--- config.mk ---
export PLATFORM = sky130hd
export DESIGN_NAME = gbf_o_drain
export DESIGN_NICKNAME = d
export VERILOG_FILES = /design/src/rtl/gbf_o_drain.sv
export SDC_FILE = /design/constraint.sdc
export NUM_CORES = 1
export LEC_CHECK = 0
export BUFFER_PORTS_ARGS = -buffer_cell sky130_fd_sc_hd__buf_2
export CAP_MARGIN = 20
export CORE_MARGIN = 3
export CORE_UTILIZATION = 43
export CTS_BUF_LIST = sky130_fd_sc_hd__clkbuf_8
export DETAILED_ROUTE_END_ITERATION = 12
export PLACE_DENSITY = 0.66
export SLEW_MARGIN = 40
export SYNTH_ARGS = -nofsm -noshare
export SYNTH_HDL_FRONTEND = slang
export SYNTH_SLANG_ARGS = --single-unit
export TNS_END_PERCENT = 1
--- constraint.sdc ---
create_clock -name clk -period 4.75 [get_ports clk]
set_clock_uncertainty 0.15 [all_clocks]
set_input_delay 0.475 -clock clk [delete_from_list [all_inputs] [get_ports clk]]
set_output_delay 0.475 -clock clk [all_outputs]
set_load 0.02 [all_outputs]
--- src/rtl/gbf_o_drain.sv ---
// ---------------------------------------------------------------------------
// gbf_o_drain
//
// Result-drain engine for the output global buffer (GBF_o). Once the matmul
// datapath has finished, a host/DMA kicks this block with a base address and
// a word count; it reads that contiguous (wrapping) range out of one GBF_o
// read port and streams the words out over a valid/ready interface.
//
// Optional feature (macro GBF_O_DRAIN_CLEAR_EN):
//   When defined, a second GBF_o write port is driven so that every word that
//   is drained is also zeroed in place, leaving the buffer ready for the next
//   tile to accumulate from 0. When undefined, the clear ports do not exist
//   and GBF_o contents are never modified.
//
// Parameters:
//   WIDTH     result word width
//   HEIGHT_O  GBF_o depth in words (need not be a power of two)
//   AW        GBF_o address width, $clog2(HEIGHT_O)
//
// Ports:
//   clk        rising-edge clock
//   rst        synchronous, active-low reset
//   start      begin a drain; only looked at while idle
//   base_addr  first GBF_o address, latched on an accepted start
//   num_words  word count, latched on an accepted start, saturates at HEIGHT_O
//   rd_addr    GBF_o read address (registered)
//   rd_en      read strobe; rd_data is valid the following cycle
//   rd_data    GBF_o read data
//   m_data     stream data
//   m_valid    stream valid
//   m_ready    stream ready
//   m_last     final word of the drain, qualified by m_valid
//   busy       high from an accepted start until the final handshake
//   drained    one-cycle pulse after the final handshake
//   clr_addr   (CLEAR_EN only) GBF_o clear address
//   clr_we     (CLEAR_EN only) GBF_o clear write enable
//   clr_data   (CLEAR_EN only) GBF_o clear data, always 0
// ---------------------------------------------------------------------------
module gbf_o_drain #(
  parameter int WIDTH    = 32,
  parameter int HEIGHT_O = 160,
  localparam int AW      = $clog2(HEIGHT_O)
) (
  input  logic             clk,
  input  logic             rst,
  input  logic             start,
  input  logic [AW-1:0]    base_addr,
  input  logic [AW:0]      num_words,
  output logic [AW-1:0]    rd_addr,
  output logic             rd_en,
  input  logic [WIDTH-1:0] rd_data,
  output logic [WIDTH-1:0] m_data,
  output logic             m_valid,
  input  logic             m_ready,
  output logic             m_last,
  output logic             busy,
  output logic             drained
`ifdef GBF_O_DRAIN_CLEAR_EN
  ,
  output logic [AW-1:0]    clr_addr,
  output logic             clr_we,
  output logic [WIDTH-1:0] clr_data
`endif
);

  localparam logic [AW-1:0] LAST_ADDR = AW'(HEIGHT_O - 1);
  localparam logic [AW-1:0] DEPTH_AW  = AW'(HEIGHT_O);
  localparam logic [AW:0]   MAX_WORDS = (AW + 1)'(HEIGHT_O);
  localparam logic [AW:0]   ONE_WORD  = (AW + 1)'(1);

  typedef enum logic [1:0] {
    IDLE,
    READ,
    FLUSH
  } state_t;

  state_t           state;

  // reads_left counts reads still to issue, pops_left counts handshakes still
  // to happen; both are full AW+1 bits so a whole-buffer drain fits.
  logic [AW:0]      reads_left;
  logic [AW:0]      pops_left;

  // High in the cycle rd_data carries the word requested one cycle earlier.
  logic             inflight;

  // Two-entry output FIFO.
  logic [WIDTH-1:0] fifo_mem [2];
  logic             wr_ptr;
  logic             rd_ptr;
  logic [1:0]       fifo_cnt;

  logic             pop;
  logic             final_hs;
  logic [2:0]       occ_sum;
  logic [AW:0]      n_sat;
  logic [AW-1:0]    base_mod;
  logic [AW-1:0]    next_addr;

  // Start-time operand conditioning: oversize counts clamp to the buffer
  // depth, and an out-of-range base folds back into 0..HEIGHT_O-1. Because
  // 2^AW < 2*HEIGHT_O a single subtraction is always enough for the fold.
  always_comb begin
    n_sat    = (num_words > MAX_WORDS) ? MAX_WORDS : num_words;
    base_mod = ({1'b0, base_addr} >= MAX_WORDS) ? (base_addr - DEPTH_AW) : base_addr;
  end

  // Address increment with explicit wrap, since HEIGHT_O is not necessarily
  // a power of two and natural AW-bit rollover would be wrong.
  always_comb begin
    next_addr = (rd_addr == LAST_ADDR) ? '0 : (rd_addr + 1'b1);
  end

  // Stream side is a straight view of the FIFO head. The head only moves on a
  // pop, so data/valid/last stay put while a word waits for m_ready.
  always_comb begin
    m_valid  = (fifo_cnt != 2'd0);
    m_data   = fifo_mem[rd_ptr];
    m_last   = m_valid && (pops_left == ONE_WORD);
    pop      = m_valid && m_ready;
    final_hs = pop && m_last;
  end

  // Read issue. A read issued now lands in the FIFO at the end of the next
  // cycle, so it is only safe if what the FIFO will hold by then (current
  // occupancy, plus the word already in flight, minus the word leaving now)
  // leaves a free slot. Evaluating this in the issue cycle itself, including
  // this cycle's pop, is what allows one word per cycle with only two
  // entries; it also makes rd_en react to m_ready in the same cycle. The pop
  // term can never underflow because pop implies a non-empty FIFO.
  always_comb begin
    occ_sum = {1'b0, fifo_cnt} + {2'b00, inflight} - {2'b00, pop};
    rd_en   = (state == READ) && (occ_sum < 3'd2);
  end

  // Main sequential block: FSM, address/count registers, read pipeline and
  // FIFO bookkeeping. Reset discards in-flight data and empties the FIFO.
  always_ff @(posedge clk) begin
    if (!rst) begin
      state      <= IDLE;
      rd_addr    <= '0;
      reads_left <= '0;
      pops_left  <= '0;
      inflight   <= 1'b0;
      wr_ptr     <= 1'b0;
      rd_ptr     <= 1'b0;
      fifo_cnt   <= 2'd0;
      busy       <= 1'b0;
      drained    <= 1'b0;
      for (int i = 0; i < 2; i++) begin
        fifo_mem[i] <= '0;
      end
    end else begin
      drained  <= 1'b0;
      inflight <= rd_en;

      if (rd_en) begin
        rd_addr    <= next_addr;
        reads_left <= reads_left - ONE_WORD;
      end

      // Returned data is pushed unconditionally; the issue rule above
      // guarantees there is room.
      if (inflight) begin
        fifo_mem[wr_ptr] <= rd_data;
        wr_ptr           <= ~wr_ptr;
      end

      if (pop) begin
        rd_ptr    <= ~rd_ptr;
        pops_left <= pops_left - ONE_WORD;
      end

      fifo_cnt <= fifo_cnt + {1'b0, inflight} - {1'b0, pop};

      case (state)
        IDLE: begin
          if (start) begin
            if (n_sat == '0) begin
              // Empty drain: acknowledge immediately without touching GBF_o.
              drained <= 1'b1;
            end else begin
              state      <= READ;
              busy       <= 1'b1;
              rd_addr    <= base_mod;
              reads_left <= n_sat;
              pops_left  <= n_sat;
            end
          end
        end
        READ: begin
          if (rd_en && (reads_left == ONE_WORD)) begin
            state <= FLUSH;
          end
        end
        FLUSH: begin
          if (final_hs) begin
            state   <= IDLE;
            busy    <= 1'b0;
            drained <= 1'b1;
          end
        end
        default: begin
          state <= IDLE;
        end
      endcase
    end
  end

`ifdef GBF_O_DRAIN_CLEAR_EN
  // Clear port: the cycle a word is pushed into the FIFO, zero the location
  // it came from. clr_addr is the read address delayed by one cycle, which
  // lines up with the push.
  always_ff @(posedge clk) begin
    if (!rst) begin
      clr_we   <= 1'b0;
      clr_addr <= '0;
    end else begin
      clr_we   <= rd_en;
      clr_addr <= rd_addr;
    end
  end

  assign clr_data = '0;
`endif

endmodule

-- Word-level counts from Yosys, hierarchy flattened
Memory sizes are Yosys's and may differ from the RTL's. A register that Yosys moved wholly into a read port is not among the register bits.
Cells that the tools add are included.
- register bits: 35
- memory bits (writable): 64
- input bits: 53
- output and inout port bits: 45
- word-level logic and storage cells: 82
- memories kept: 1
- memories (name ; words ; width ; read ports ; clocked after Yosys merged registers in ; write ports ; line ; source):
    fifo_mem ; 2 ; 32 ; 1 ; 1 ; 2 ; 88 ; logic [WIDTH-1:0] fifo_mem [2];
- $add $sub $neg: 8
- order comparisons: 3
- equal/unequal tests: 9
- muxes and demuxes: 37
- bitwise operators: 2
- reduce and logical (&&, ||, !) cells: 12
- operator list (operator ; number):
    9-bit 2-to-1 mux ; 9
    8-bit 2-to-1 mux ; 6
    32-bit 2-to-1 mux ; 1
    32-bit OR reduction ; 1
    9-bit by 1-bit equality test with 1-bit output (second input constant) ; 2
    9-bit by 1-bit subtractor with 9-bit output (second input constant) ; 2
    1-bit 2-to-1 mux ; 14
    9-bit by 8-bit greater-than comparator with 1-bit output (second input constant) ; 1
    9-bit logical NOT ; 1
    8-bit by 1-bit adder with 8-bit output (second input constant) ; 1
    8-bit equality test (second input constant) ; 1
    8-bit >= comparator (second input constant) ; 1
    2-bit 2-to-1 mux ; 4
    4-bit AND reduction ; 2
    8-bit subtractor (second input constant) ; 1
    2-bit inequality test (second input constant) ; 3
    2-bit case mux with 3 select lines ; 1
    1-bit logical AND ; 5
    1-bit case mux with 2 select lines ; 2
    2-bit nonzero test ; 2
    2-bit by 1-bit adder with 3-bit output ; 1
    3-bit by 2-bit < comparator with 1-bit output (second input constant) ; 1
    3-bit by 1-bit subtractor with 3-bit output ; 1
    2-bit by 1-bit adder with 2-bit output ; 1
    other kinds (6) ; 7

-- Longest topological paths before layout
- depth after elaboration: 9
- mapped depth: 11
- gate-level depth less buffers: 10

-- Worst setup path after synthesis
No wires, ideal clock.
- kind: reg2reg
- start: register inflight
- end: memory fifo_mem[0][0], enable pin
- library setup time: 0.466 ns
- arrival: 2.704 ns
- required time: 4.134 ns
- setup slack: 1.430 ns
- cell stages (with the launch flop): 3
- buffers on the path: 0
- period minus slack after synthesis: 3.320 ns
- path through: dfxtp_1 inv_1 o21ai_0
- RTL lines (what ; line ; source):
    start: declaration ; 85 ; logic inflight;
    start signal: assignment ; 155 ; inflight <= rd_en;
    end: declaration ; 88 ;

-- Final worst setup path
- start: register fifo_cnt[1]
- end: output port rd_en
- word-level cells in the longest chain between the ends: 5
- elaborated cells on any way between the ends: 6
- classes of those cells: 2 x add/sub; 1 x order compare; 3 x reduce/logical
- RTL lines (what ; line ; source):
    start: declaration ; 91 ; logic [1:0] fifo_cnt;
    start signal: assignment ; 174 ; fifo_cnt <= fifo_cnt + {1'b0, inflight} - {1'b0, pop};
    branches (longest 2 deep; another with 2-bit by 1-bit adder with 3-bit output) ; -- ;
    3-bit by 1-bit subtractor with 3-bit output * ; 132 ; occ_sum = {1'b0, fifo_cnt} + {2'b00, inflight} - {2'b00, pop};
    3-bit by 2-bit < comparator with 1-bit output * ; 133 ; rd_en = (state == READ) && (occ_sum < 3'd2);
    1-bit logical AND * ; 133 ;
    end: declaration ; 50 ; output logic rd_en,
Mark *: on every way between the ends.

==> metrics.md <==
| Metric | Value |
|---|---|
| R2R depth | `9` |
| Max clock buf depth | `2` |
| Fin. max-slew vios | `0` |
| Largest net degree at the start of global routing | `33` |
| Leading area contributor after synthesis | `edfxtp_1` |
| Row Count | `37` |
| Cell variety after synth | `53` |
| Startpoint class of the critical path | `flip-flop` |
| Share of the synthesized area in the top cell type | `0.4035` |
| Tot GR Track Use | `0.1723` |
| Htree depth | `3` |
| Hold buffer count at cts | `0` |
| IO Port Bufs | `97` |
| Clock slew at reported path FFs | `0.09 ns` |
| Gp weighted congestion | `0.8177` |
| Fin crit share | `0.7737` |
| Yosys reg bits | `100` |
| Worst setup EP type | `output pin` |
| Global route overflow | `0` |
| First-pass GRT wire length | `17.38 mm` |
| Maxcap violations | `0` |
| Result of the run | `complete, no violations` |
| VDD IR-drop max | `0.3108 mV` |
| RSZ-0062 raised after global routing | `no` |
| P per Cell Area | `474.5 mW/mm²` |
| Routed WL per cell | `16.23 µm` |
| Crit Path Category | `reg -> out` |
| Core Region | `0.01056 mm²` |
| Maximum clock frequency | `272.1 MHz` |
| Vias in the first global route | `3,516` |
| Final Hold Viols | `0` |
| YS warnings | `0` |
| Area contributors post-synth | `edfxtp_1, dfxtp_1, and2_1` |
| Final core occ | `0.5308` |
| Vias | `3,411` |
| DRT Wirelength | `10.37 mm` |
| Ys async rst share | `0` |
| WL met2 | `4.985 mm` |
| Die width | `111.3 µm` |
| Mean Syn Cell Area | `11.67 µm²` |
| Post-CTS setup buffer count | `0` |
| Cts repair resizes | `0` |
| Number of synthesized flops with an enable pin | `64` |
| Initial antenna violation count | `0` |
| Fraction of layout cells with a size suffix above 1 | `0.3141` |
| Setup TNS | `0 ns` |
| Mapped Nets | `469` |
| Reg2Reg Setup Slack | `1.44 ns` |
| HPWL Detailed | `7.323 mm` |
| Clock Latency Late Sink | `0.36 ns` |
| Die ar. | `0.01238 mm²` |
| Final #Nets | `560` |
| Area Overhead vs Synth | `17.63%` |
| Crit-path max FO | `11` |
| Top-count cell post-synth | `and2_1` |
| Top routing layer in use | `met4` |
| Worst endpoint required time | `4.12 ns` |
| Final setup violation count | `0` |
| Dpl cell area | `0.005396 mm²` |
| DRC marker count from the first detailed-route iteration | `184` |
| Tightest Pin Transition | `0.8426 ns` |
| Worst rel slew slack | `0.4309` |
| TritonCTS clock tree | `yes` |
| Mapped Cells | `408` |
| IO Count | `98` |
| Diode count | `0` |
| Fillers | `949` |
| DRC viols | `0` |
| Register area share after synthesis | `0.5548` |
| WHS Path Cells | `3` |
| Design area | `0.005603 mm²` |
| CTS root buffer | `clkbuf_8` |
| Final worst path period need | `3.675 ns` |
| Post-route ant nets | `0` |
| P_leak | `2.280 nW` |
| DR pass1 iterations | `4` |
| Commonest cells in the netlist | `and2_1, edfxtp_1, dfxtp_1` |
| Num CTS Buffers | `9` |
| Vias per cell | `5.338` |
| HP Class | `in -> reg` |
| Worst EP arrival | `3.05 ns` |
| Met1 wire length | `4.720 mm` |
| Metal3 WL | `537 µm` |
| Sink Count | `100` |
| Die Ht | `111.3 µm` |
| Post-synth top flop | `edfxtp_1` |
| Mapped Area | `0.004763 mm²` |
| Starting density of the core | `0.4513` |
final timing paths:
check	from	to
worst max-delay path	fifo_cnt[1]$_SDFF_PN0_	rd_en
worst min-delay path	base_addr[0]	rd_addr[0]$_SDFF_PN0_
worst max register to register	fifo_cnt[1]$_SDFF_PN0_	rd_addr[7]$_SDFF_PN0_
worst min register to register	busy$_SDFFE_PN0P_	busy$_SDFFE_PN0P_
layout make-up:
class                      instances  area [µm²]  area share
inverter                          11       41.29    0.007369
multi-input combinational        275        2004      0.3577
sequential                       100        2643      0.4716
timing repair buffer             102       538.0     0.09603
tap                              136       170.2     0.03037
clock buffer                       9       123.9     0.02211
clock inverter                     6       82.58     0.01474
power by group:
group | internal [mW] | switching (mW) | leakage (nW)
Clock | 0.290 | 0.284 | 0.100
Combinational | 0.377 | 0.563 | 1.22
Sequential | 1.06 | 0.0859 | 0.961
Total | 1.73 | 0.933 | 2.28
layer usage:
layer | up-vias | track usage
li1 | 1662 | -
met1 | 1625 | 0.2232
met2 | 110 | 0.2975
met3 | 14 | 0.02675
met4 | 0 | 0.05109
met5 | - | 0
registers in the layout, summed over array words and instances (netlist names), named ones only:
signal and flops:
fifo_mem 64, pops_left 9, reads_left 9, rd_addr 8, fifo_cnt 2, state 2, busy 1, drained 1
inflight 1, rd_ptr 1, wr_ptr 1
critical path, stage by stage, from the launching register on:
cell,delay (ns)
dfxtp_1,0.49
o21ai_0,0.30
mux2i_1,0.23
ha_1,0.17
inv_1,0.05
fa_1,0.43
xnor2_2,0.48
nand2_4,0.13
inv_1,0.22
buf_2,0.21
logic make-up after synthesis:
kind of cell | synth area share
flip-flops | 0.5548
adder cells (fa/ha/maj) | 0.02259
XOR/XNOR | 0.04203
multiplexers | 0.07985
AND/OR/NAND/NOR | 0.1902
buffers and inverters | 0.03021
AO/OA/AOI/OAI | 0.08038
cell usage in the layout, fill, tap and decap left out, types with 3 or more instances in the layout:
| cell type | synthesis | layout |
|---|---|---|
| buf_2 | 4 | 97 |
| and2_1 | 66 | 66 |
| edfxtp_1 | 64 | 64 |
| dfxtp_1 | 36 | 36 |
| mux2_2 | 32 | 32 |
| nor2_1 | 18 | 18 |
| nand3_1 | 16 | 16 |
| a21oi_1 | 14 | 14 |
| xor2_1 | 13 | 13 |
| inv_1 | 11 | 12 |
| a22oi_1 | 11 | 11 |
| nor3_1 | 10 | 9 |
| nand2_1 | 9 | 9 |
| clkbuf_8 | 0 | 9 |
| xnor2_1 | 8 | 8 |
| nor4_1 | 7 | 7 |
| o31ai_1 | 7 | 7 |
| ha_1 | 7 | 7 |
| nand4_1 | 6 | 6 |
| and3_1 | 5 | 5 |
| o21ai_0 | 6 | 5 |
| nand3b_1 | 4 | 4 |
| a311oi_1 | 3 | 3 |
| buf_4 | 0 | 3 |
stage by stage:
| stage | worst slack (ns) | instances | hold slack [ns] | total power [mW] |
|---|---|---|---|---|
| floorplan | 1.430 | 408 | 0.3271 | 1.845 |
| global placement | 1.499 | 622 | 0.3359 | 2.081 |
| CTS | 1.044 | 639 | 0.2328 | 2.678 |
| global route | 0.8354 | 639 | 0.2438 | 2.811 |
| finish | 1.075 | 639 | 0.2483 | 2.659 |
| detailed placement | 1.405 | 624 | 0.3387 | 2.111 |
No activity file was read; power rests on OpenSTA's default activity.
